### config.mk
export PLATFORM = sky130hd
export DESIGN_NAME = noise_scale_offset
export DESIGN_NICKNAME = d
export VERILOG_FILES = /design/src/rtl/noise_scale_offset.sv
export SDC_FILE = /design/constraint.sdc
export NUM_CORES = 2
export LEC_CHECK = 0
export BUFFER_PORTS_ARGS = -buffer_cell sky130_fd_sc_hd__buf_2
export CORE_MARGIN = 5
export CORE_UTILIZATION = 40
export DETAILED_ROUTE_END_ITERATION = 7
export PLACE_DENSITY_LB_ADDON = 0.08
export SYNTH_ARGS = -nofsm -noshare
export SYNTH_HDL_FRONTEND = slang
export SYNTH_SLANG_ARGS = --single-unit
### constraint.sdc
create_clock -name CLK -period 22 [get_ports CLK]
set_input_delay 0 -clock CLK [delete_from_list [all_inputs] [get_ports CLK]]
set_output_delay 0 -clock CLK [all_outputs]
set_load 0.005 [all_outputs]
### src/rtl/noise_scale_offset.sv
// Pipelined fixed-point scale-and-offset: m_data = offset + ((s_data * scale) >> FRAC_SHIFT),
// with optional saturation, valid/ready backpressure and frame-aligned coefficient swap.
module noise_scale_offset #(
  parameter int DATA_W     = 32,
  parameter int SCALE_W    = 32,
  parameter int FRAC_SHIFT = 24,
  parameter int SIGNED     = 0,
  parameter int SAT_EN     = 0
) (
  input  logic               CLK,
  input  logic               RESETN,
  input  logic               s_valid,
  output logic               s_ready,
  input  logic [DATA_W-1:0]  s_data,
  input  logic               s_last,
  input  logic               cfg_wr,
  input  logic [SCALE_W-1:0] cfg_scale,
  input  logic [DATA_W-1:0]  cfg_offset,
  output logic               cfg_pending,
  input  logic               sat_clr,
  output logic               m_valid,
  input  logic               m_ready,
  output logic [DATA_W-1:0]  m_data,
  output logic               m_last,
  output logic               m_sat,
  output logic [15:0]        sat_count
);

  localparam int PROD_W = DATA_W + SCALE_W;
  localparam logic [DATA_W-1:0] S_MAX = {1'b0, {(DATA_W-1){1'b1}}};
  localparam logic [DATA_W-1:0] S_MIN = {1'b1, {(DATA_W-1){1'b0}}};
  localparam logic [DATA_W-1:0] U_MAX = {DATA_W{1'b1}};

  function automatic logic [PROD_W-1:0] mul_ext(input logic [DATA_W-1:0] a,
                                                input logic [SCALE_W-1:0] b);
    logic [PROD_W-1:0] ea;
    logic [PROD_W-1:0] eb;
    if (SIGNED != 0) begin
      ea = {{SCALE_W{a[DATA_W-1]}}, a};
      eb = {{DATA_W{b[SCALE_W-1]}}, b};
    end else begin
      ea = {{SCALE_W{1'b0}}, a};
      eb = {{DATA_W{1'b0}}, b};
    end
    return ea * eb;
  endfunction

  function automatic logic [PROD_W-1:0] shift_prod(input logic [PROD_W-1:0] p);
    if (SIGNED != 0) begin
      return PROD_W'($signed(p) >>> FRAC_SHIFT);
    end else begin
      return p >> FRAC_SHIFT;
    end
  endfunction

  // Returns {clamped, value}: narrows the shifted product to DATA_W.
  function automatic logic [DATA_W:0] clamp_term(input logic [PROD_W-1:0] v);
    logic [SCALE_W:0]   hi_s;
    logic [SCALE_W-1:0] hi_u;
    hi_s = v[PROD_W-1:DATA_W-1];
    hi_u = v[PROD_W-1:DATA_W];
    if (SAT_EN == 0) begin
      return {1'b0, v[DATA_W-1:0]};
    end else if (SIGNED != 0) begin
      if ((&hi_s) || !(|hi_s)) begin
        return {1'b0, v[DATA_W-1:0]};
      end else begin
        return {1'b1, (v[PROD_W-1] ? S_MIN : S_MAX)};
      end
    end else if (|hi_u) begin
      return {1'b1, U_MAX};
    end else begin
      return {1'b0, v[DATA_W-1:0]};
    end
  endfunction

  // Returns {clamped, value}: DATA_W+1 bit sum, clamped or wrapped to DATA_W.
  function automatic logic [DATA_W:0] add_sat(input logic [DATA_W-1:0] t,
                                              input logic [DATA_W-1:0] o);
    logic [DATA_W:0] sum;
    if (SIGNED != 0) begin
      sum = {t[DATA_W-1], t} + {o[DATA_W-1], o};
    end else begin
      sum = {1'b0, t} + {1'b0, o};
    end
    if (SAT_EN == 0) begin
      return {1'b0, sum[DATA_W-1:0]};
    end else if (SIGNED != 0) begin
      if (sum[DATA_W] != sum[DATA_W-1]) begin
        return {1'b1, (sum[DATA_W] ? S_MIN : S_MAX)};
      end else begin
        return {1'b0, sum[DATA_W-1:0]};
      end
    end else if (sum[DATA_W]) begin
      return {1'b1, U_MAX};
    end else begin
      return {1'b0, sum[DATA_W-1:0]};
    end
  endfunction

  logic               pipe_en_s, accept_s, apply_s, sum_sat_s;
  logic [SCALE_W-1:0] beat_scale_s;
  logic [DATA_W-1:0]  beat_offset_s;

  logic [SCALE_W-1:0] pend_scale_q, pend_scale_d, act_scale_q, act_scale_d;
  logic [DATA_W-1:0]  pend_offset_q, pend_offset_d, act_offset_q, act_offset_d;
  logic               cfg_pending_q, cfg_pending_d, in_frame_q, in_frame_d;
  logic [15:0]        sat_count_q, sat_count_d;

  logic               s1_valid_q, s1_valid_d, s1_last_q, s1_last_d;
  logic [DATA_W-1:0]  s1_data_q, s1_data_d, s1_offset_q, s1_offset_d;
  logic [SCALE_W-1:0] s1_scale_q, s1_scale_d;
  logic               s2_valid_q, s2_valid_d, s2_last_q, s2_last_d;
  logic [PROD_W-1:0]  s2_prod_q, s2_prod_d;
  logic [DATA_W-1:0]  s2_offset_q, s2_offset_d;
  logic               s3_valid_q, s3_valid_d, s3_last_q, s3_last_d, s3_sat_q, s3_sat_d;
  logic [DATA_W-1:0]  s3_term_q, s3_term_d, s3_offset_q, s3_offset_d;
  logic               m_valid_q, m_valid_d, m_last_q, m_last_d, m_sat_q, m_sat_d;
  logic [DATA_W-1:0]  m_data_q, m_data_d;

  // s_ready is deliberately combinational from m_ready so the whole pipe stalls as one.
  assign pipe_en_s = !m_valid_q || m_ready;
  assign accept_s  = s_valid && pipe_en_s;
  assign apply_s   = accept_s && !in_frame_q && cfg_pending_q;

  // Coefficient bookkeeping: pending/active sets, frame tracking, saturation counter.
  always_comb begin
    pend_scale_d  = pend_scale_q;
    pend_offset_d = pend_offset_q;
    cfg_pending_d = cfg_pending_q;
    act_scale_d   = act_scale_q;
    act_offset_d  = act_offset_q;
    in_frame_d    = in_frame_q;
    sat_count_d   = sat_count_q;
    beat_scale_s  = act_scale_q;
    beat_offset_s = act_offset_q;
    if (cfg_wr) begin
      pend_scale_d  = cfg_scale;
      pend_offset_d = cfg_offset;
      cfg_pending_d = 1'b1;
    end else if (apply_s) begin
      cfg_pending_d = 1'b0;
    end else begin
      cfg_pending_d = cfg_pending_q;
    end
    if (apply_s) begin
      act_scale_d   = pend_scale_q;
      act_offset_d  = pend_offset_q;
      beat_scale_s  = pend_scale_q;
      beat_offset_s = pend_offset_q;
    end else begin
      act_scale_d   = act_scale_q;
      act_offset_d  = act_offset_q;
    end
    if (accept_s) begin
      in_frame_d = !s_last;
    end else begin
      in_frame_d = in_frame_q;
    end
    if (sat_clr) begin
      sat_count_d = 16'h0000;
    end else if (m_valid_q && m_ready && m_sat_q && (sat_count_q != 16'hFFFF)) begin
      sat_count_d = sat_count_q + 16'h0001;
    end else begin
      sat_count_d = sat_count_q;
    end
  end

  // Datapath next values; the registers only load them while pipe_en_s is high.
  always_comb begin
    s1_valid_d  = s_valid;
    s1_data_d   = s_data;
    s1_last_d   = s_last;
    s1_scale_d  = beat_scale_s;
    s1_offset_d = beat_offset_s;
    s2_valid_d  = s1_valid_q;
    s2_prod_d   = mul_ext(s1_data_q, s1_scale_q);
    s2_last_d   = s1_last_q;
    s2_offset_d = s1_offset_q;
    s3_valid_d  = s2_valid_q;
    {s3_sat_d, s3_term_d} = clamp_term(shift_prod(s2_prod_q));
    s3_last_d   = s2_last_q;
    s3_offset_d = s2_offset_q;
    {sum_sat_s, m_data_d} = add_sat(s3_term_q, s3_offset_q);
    m_sat_d     = s3_sat_q | sum_sat_s;
    m_valid_d   = s3_valid_q;
    m_last_d    = s3_last_q;
  end

  // State registers; reset discards in-flight beats and any pending coefficients.
  always_ff @(posedge CLK or negedge RESETN) begin
    if (!RESETN) begin
      pend_scale_q  <= {SCALE_W{1'b0}};
      pend_offset_q <= {DATA_W{1'b0}};
      cfg_pending_q <= 1'b0;
      act_scale_q   <= {SCALE_W{1'b0}};
      act_offset_q  <= {DATA_W{1'b0}};
      in_frame_q    <= 1'b0;
      sat_count_q   <= 16'h0000;
      s1_valid_q    <= 1'b0;
      s1_data_q     <= {DATA_W{1'b0}};
      s1_last_q     <= 1'b0;
      s1_scale_q    <= {SCALE_W{1'b0}};
      s1_offset_q   <= {DATA_W{1'b0}};
      s2_valid_q    <= 1'b0;
      s2_prod_q     <= {PROD_W{1'b0}};
      s2_last_q     <= 1'b0;
      s2_offset_q   <= {DATA_W{1'b0}};
      s3_valid_q    <= 1'b0;
      s3_term_q     <= {DATA_W{1'b0}};
      s3_last_q     <= 1'b0;
      s3_sat_q      <= 1'b0;
      s3_offset_q   <= {DATA_W{1'b0}};
      m_valid_q     <= 1'b0;
      m_data_q      <= {DATA_W{1'b0}};
      m_last_q      <= 1'b0;
      m_sat_q       <= 1'b0;
    end else begin
      pend_scale_q  <= pend_scale_d;
      pend_offset_q <= pend_offset_d;
      cfg_pending_q <= cfg_pending_d;
      act_scale_q   <= act_scale_d;
      act_offset_q  <= act_offset_d;
      in_frame_q    <= in_frame_d;
      sat_count_q   <= sat_count_d;
      if (pipe_en_s) begin
        s1_valid_q  <= s1_valid_d;
        s1_data_q   <= s1_data_d;
        s1_last_q   <= s1_last_d;
        s1_scale_q  <= s1_scale_d;
        s1_offset_q <= s1_offset_d;
        s2_valid_q  <= s2_valid_d;
        s2_prod_q   <= s2_prod_d;
        s2_last_q   <= s2_last_d;
        s2_offset_q <= s2_offset_d;
        s3_valid_q  <= s3_valid_d;
        s3_term_q   <= s3_term_d;
        s3_last_q   <= s3_last_d;
        s3_sat_q    <= s3_sat_d;
        s3_offset_q <= s3_offset_d;
        m_valid_q   <= m_valid_d;
        m_data_q    <= m_data_d;
        m_last_q    <= m_last_d;
        m_sat_q     <= m_sat_d;
      end
    end
  end

  assign s_ready     = pipe_en_s;
  assign cfg_pending = cfg_pending_q;
  assign m_valid     = m_valid_q;
  assign m_data      = m_data_q;
  assign m_last      = m_last_q;
  assign m_sat       = m_sat_q;
  assign sat_count   = sat_count_q;

endmodule
**After elaboration in Yosys (flattened, before gate mapping)**

Cells that the tools add are included.

- Add/subtract/negate cells: 1
- Multipliers: 1
- Muxes and demuxes: 5
- Reduce and logical (&&, ||, !) cells: 8

Operators by type and width:

| kind | number |
|---|---|
| 32-bit 2-to-1 mux | 2 |
| 32-bit by 32-bit multiplier with 56-bit output | 1 |
| 32-bit adder | 1 |
| 16-bit 2-to-1 mux | 1 |
| 1-bit logical AND | 3 |
| 1-bit zero test | 3 |
| 1-bit 2-to-1 mux | 2 |
| 2-bit nonzero test | 1 |
| 1-bit logical OR | 1 |

- Register bits: 434
- Bits of input ports: 103
- Output and inout bits: 53

**Logic depth before layout (Yosys ltp)**

- Depth in word-level cells: 7
- Gate-level depth with buffers: 31

**Least setup slack after synthesis**

OpenSTA, ideal clock, no wires.

- Path kind: reg-to-reg
- Start: register s1_data_q[28]
- End: register s2_prod_q[51]
- Library setup time: 124 ps
- Data arrival time: 7381 ps
- Path slack: 14495 ps
- Cell stages (with the launch flop): 30
- Clock period less this slack: 7505 ps
- Path through: dfrtp_1 > clkbuf_1 > clkbuf_1 > nand2_1 > fa_1 > fa_1 > inv_1 > fa_1 > inv_1 > fa_1 > inv_1 > fa_1 > fa_1 > fa_1 > inv_1 > fa_1 > inv_1 > ha_1 > a21o_1 > a21o_1 > a21o_1 > nand2_1 > o221ai_1 > o21ai_2 > a31oi_2 > a31o_4 > a31o_4 > a21bo_1 > a211oi_2 > o21ai_1

- Longest elaborated chain between the ends: 1

Ends and longest elaborated chain:

| what | RTL line | source |
|---|---|---|
| start: declaration | 111 | `logic [DATA_W-1:0] s1_data_q, s1_data_d, s1_offset_q, s1_offset_d;` |
| start signal: assignment | 201 | `s1_data_q <= {DATA_W{1'b0}};` |
| start signal: assignment | 228 | `s1_data_q <= s1_data_d;` |
| 32-bit by 32-bit multiplier with 56-bit output | 45 | `return ea * eb;` |
| end signal: assignment | 206 | `s2_prod_q <= {PROD_W{1'b0}};` |
| end signal: assignment | 233 | `s2_prod_q <= s2_prod_d;` |
| end: declaration | 114 | `logic [PROD_W-1:0] s2_prod_q, s2_prod_d;` |

Every way passes these cells.
A chain may end at the register's enable or synchronous reset.

**Worst setup path in the final report**

- Start: register s1_scale_q[10]
- End: register s2_prod_q[49]

- Longest elaborated chain between the ends: 1

Ends and longest elaborated chain:

| what | RTL line | source |
|---|---|---|
| start: declaration | 112 | `logic [SCALE_W-1:0] s1_scale_q, s1_scale_d;` |
| start signal: assignment | 203 | `s1_scale_q <= {SCALE_W{1'b0}};` |
| start signal: assignment | 230 | `s1_scale_q <= s1_scale_d;` |
| 32-bit by 32-bit multiplier with 56-bit output | 45 |  |

Every way passes these cells.

==> flow_summary.json <==
{
  "netlist_top_cells_area": "fa_1 (37%), dfrtp_1 (21%), nand2_1 (7.6%), inv_1 (7.2%), and2_1 (7.0%)",
  "ys.warnings.count": 0,
  "ys.flop_type": "dfrtp_1",
  "worstHoldStart": "m_ready",
  "fp.dieArea_sq_um": 123000,
  "yosysMostFrequentCell": "nand2_1",
  "grt_max_degree": 164,
  "rr_worst_depth": 30,
  "min_path_type": "in -> reg",
  "slew_headroom_pct": 33.7,
  "drt_iter0_drc": 1478,
  "fin_skew_ns": 0.0411,
  "avgRoutedWirePerCell_um": 18.6,
  "synthDistinctLibCells": 66,
  "insertion_delay_ns": 0.64,
  "drv_slew": 0,
  "initial_utilization_pct": 40.2,
  "detailed_place_hpwl_um": 91000,
  "hold_depth": 5,
  "syn_area_sq_um": 46600,
  "fill_cells": 11400,
  "rsz0062_at_grt": "false",
  "dr.pass1.iters": 7,
  "io_pins": 156,
  "grt_pass1_vias": 34800,
  "async_flop_share_pct": 100,
  "tns_ns": 0,
  "postCtsHoldBufs": 102,
  "min_to": "m_data[14]",
  "clockRootBuffer": "clkbuf_16",
  "cts_buffer_depth": 3,
  "min_period_over_period_pct": 38.9,
  "core_sq_um": 116000,
  "synthTopCellsByCount": "nand2_1 (937), inv_1 (891), fa_1 (870)",
  "wl_um": 122000,
  "io_buffers": 137,
  "grt_overflow": 0,
  "hold_violations": 0,
  "yosysTopAreaCell": "fa_1",
  "synth_top_area_share_pct": 37.4,
  "r2r-start": "s1_scale_q[10]",
  "place_area_sq_um": 48600,
  "rrSetupSlack_ns": 13.45,
  "antenna_cells": 0,
  "multi_input_area_sq_um": 32300,
  "cts_buffers": 48,
  "post-cts-setup-buffers": 0,
  "layout-drive-gt1-share_pct": 8.76,
  "worstMarginPinSlew_ns": 0.995,
  "die_w_um": 351,
  "synth_seq_area_share_pct": 21.2,
  "design_area_sq_um": 51400,
  "whs_ns": 0.0436,
  "worstPathMaxFanout": 20,
  "die_h_um": 351,
  "detail-route-antenna-nets": 0,
  "cp-start-kind": "register",
  "num_vias": 31700,
  "drv_cap": 0,
  "tritoncts": "done",
  "cts_repair_resize_count": 0,
  "end_kind": "register",
  "critical-path-max-stage-delay_ns": 0.78,
  "nNetsFinal": 6200,
  "r2r-end": "s2_prod_q[49]",
  "status": "complete, no violations",
  "critical_path_required_ns": 22.44,
  "setup_viol": 0,
  "gp_congestion": 0.817,
  "grt_pass1_wl_um": 199000,
  "grt_use_total_pct": 20.6,
  "cp_data_arrival_time_ns": 9.00,
  "netlist_instances": 4900,
  "syn_to_final_growth_pct": 10.3,
  "cp_common_cell": "fa_1",
  "synth.avg_cell_area_sq_um": 9.50,
  "clk_pin_slew_ns": 0.06,
  "slowest_stage": "dfrtp_1",
  "synth-edff-count": 0,
  "rows": 125,
  "ctsHtreeMaxLevel": 2,
  "drc": 0,
  "timing_worst_setup_path_type": "reg -> reg",
  "antenna_found_initial": 3,
  "max_freq_mhz": 117,
  "synth-seq-cells": 394,
  "numClockSinks": 394,
  "avgViaCountPerCell": 4.84,
  "seqCellArea_sq_um": 9880,
  "period_minus_slack_ns": 8.55
}
## final cells by class
| class | count | area share (%) |
|---|---|---|
| inverters | 892 | 6.53 |
| repair buffers | 299 | 4.30 |
| flip-flops and latches | 394 | 19.2 |
| well taps | 1524 | 3.71 |
| multi-input cells | 3352 | 62.9 |
| clock buffers | 73 | 2.79 |
| clock inverters | 15 | 0.499 |
## how the worst max path moves through the flow
stage                                to           start  slack, ns  depth (start not counted)
after floorplan           s2_prod_q[51]   s1_data_q[28]      14.50                         29
after CTS                 s2_prod_q[49]   s1_scale_q[5]      13.42                         29
final                     s2_prod_q[49]  s1_scale_q[10]      13.45                         30
after global routing      s2_prod_q[49]  s1_scale_q[10]      13.01                         30
after global placement    s2_prod_q[49]   s1_scale_q[5]      13.49                         29
after detailed placement  s2_prod_q[49]  s1_scale_q[11]      13.48                         27
## worst max-delay path: cells and delay by family, from the launching register on
kind | cells | cell delay, ns
AOI/OAI and AO/OA | 11 | 2.34
DFF | 1 | 0.78
and+or+nand+nor | 1 | 0.12
buffers and inverters | 8 | 0.80
adders and majority gates | 9 | 4.05
xor gates and xnor gates | 1 | 0.26
## cells in the final DEF (no fill, tap or decap), types with 80 or more instances in the layout
cell	count
nor2_1	251
dfrtp_1	376
mux2_2	128
buf_2	136
and2_1	524
nand2_1	936
inv_1	891
a21oi_1	80
dlygate4sd3_1	101
ha_1	240
fa_1	870
## kinds of logic after synthesis
family / count (synthesis) / synth area share [%]
other: 1 / 0.00805
XOR/XNOR: 69 / 1.30
flip-flops: 394 / 21.2
AO/OA/AOI/OAI: 246 / 3.44
buffers and inverters: 1170 / 9.57
multiplexers: 128 / 3.10
AND/OR/NAND/NOR: 1782 / 17.6
adder cells (fa/ha/maj): 1110 / 43.9
## routing by layer
metal | part of all wire (%) | GRT usage (%) | vias up
met3 | 3.3 | 2.06 | 140
met1 | 44 | 27.9 | 16500
li1 | - | - | 14600
met2 | 50 | 36.4 | 491
met5 | 0 | 0 | -
met4 | 2.1 | 4.28 | 0
## metrics by stage
step	util, %	worst slack [ns]	instances
floorplan	-	14.50	4916
global placement	42.0	13.49	6359
detailed placement	42.0	13.48	6359
CTS	44.3	13.42	6549
global route	44.3	13.01	6549
finish	44.3	13.45	6549
Power is left out: the tool's default activity adds up to more than one toggle a clock period on the data nets, which glitch-free logic cannot reach.
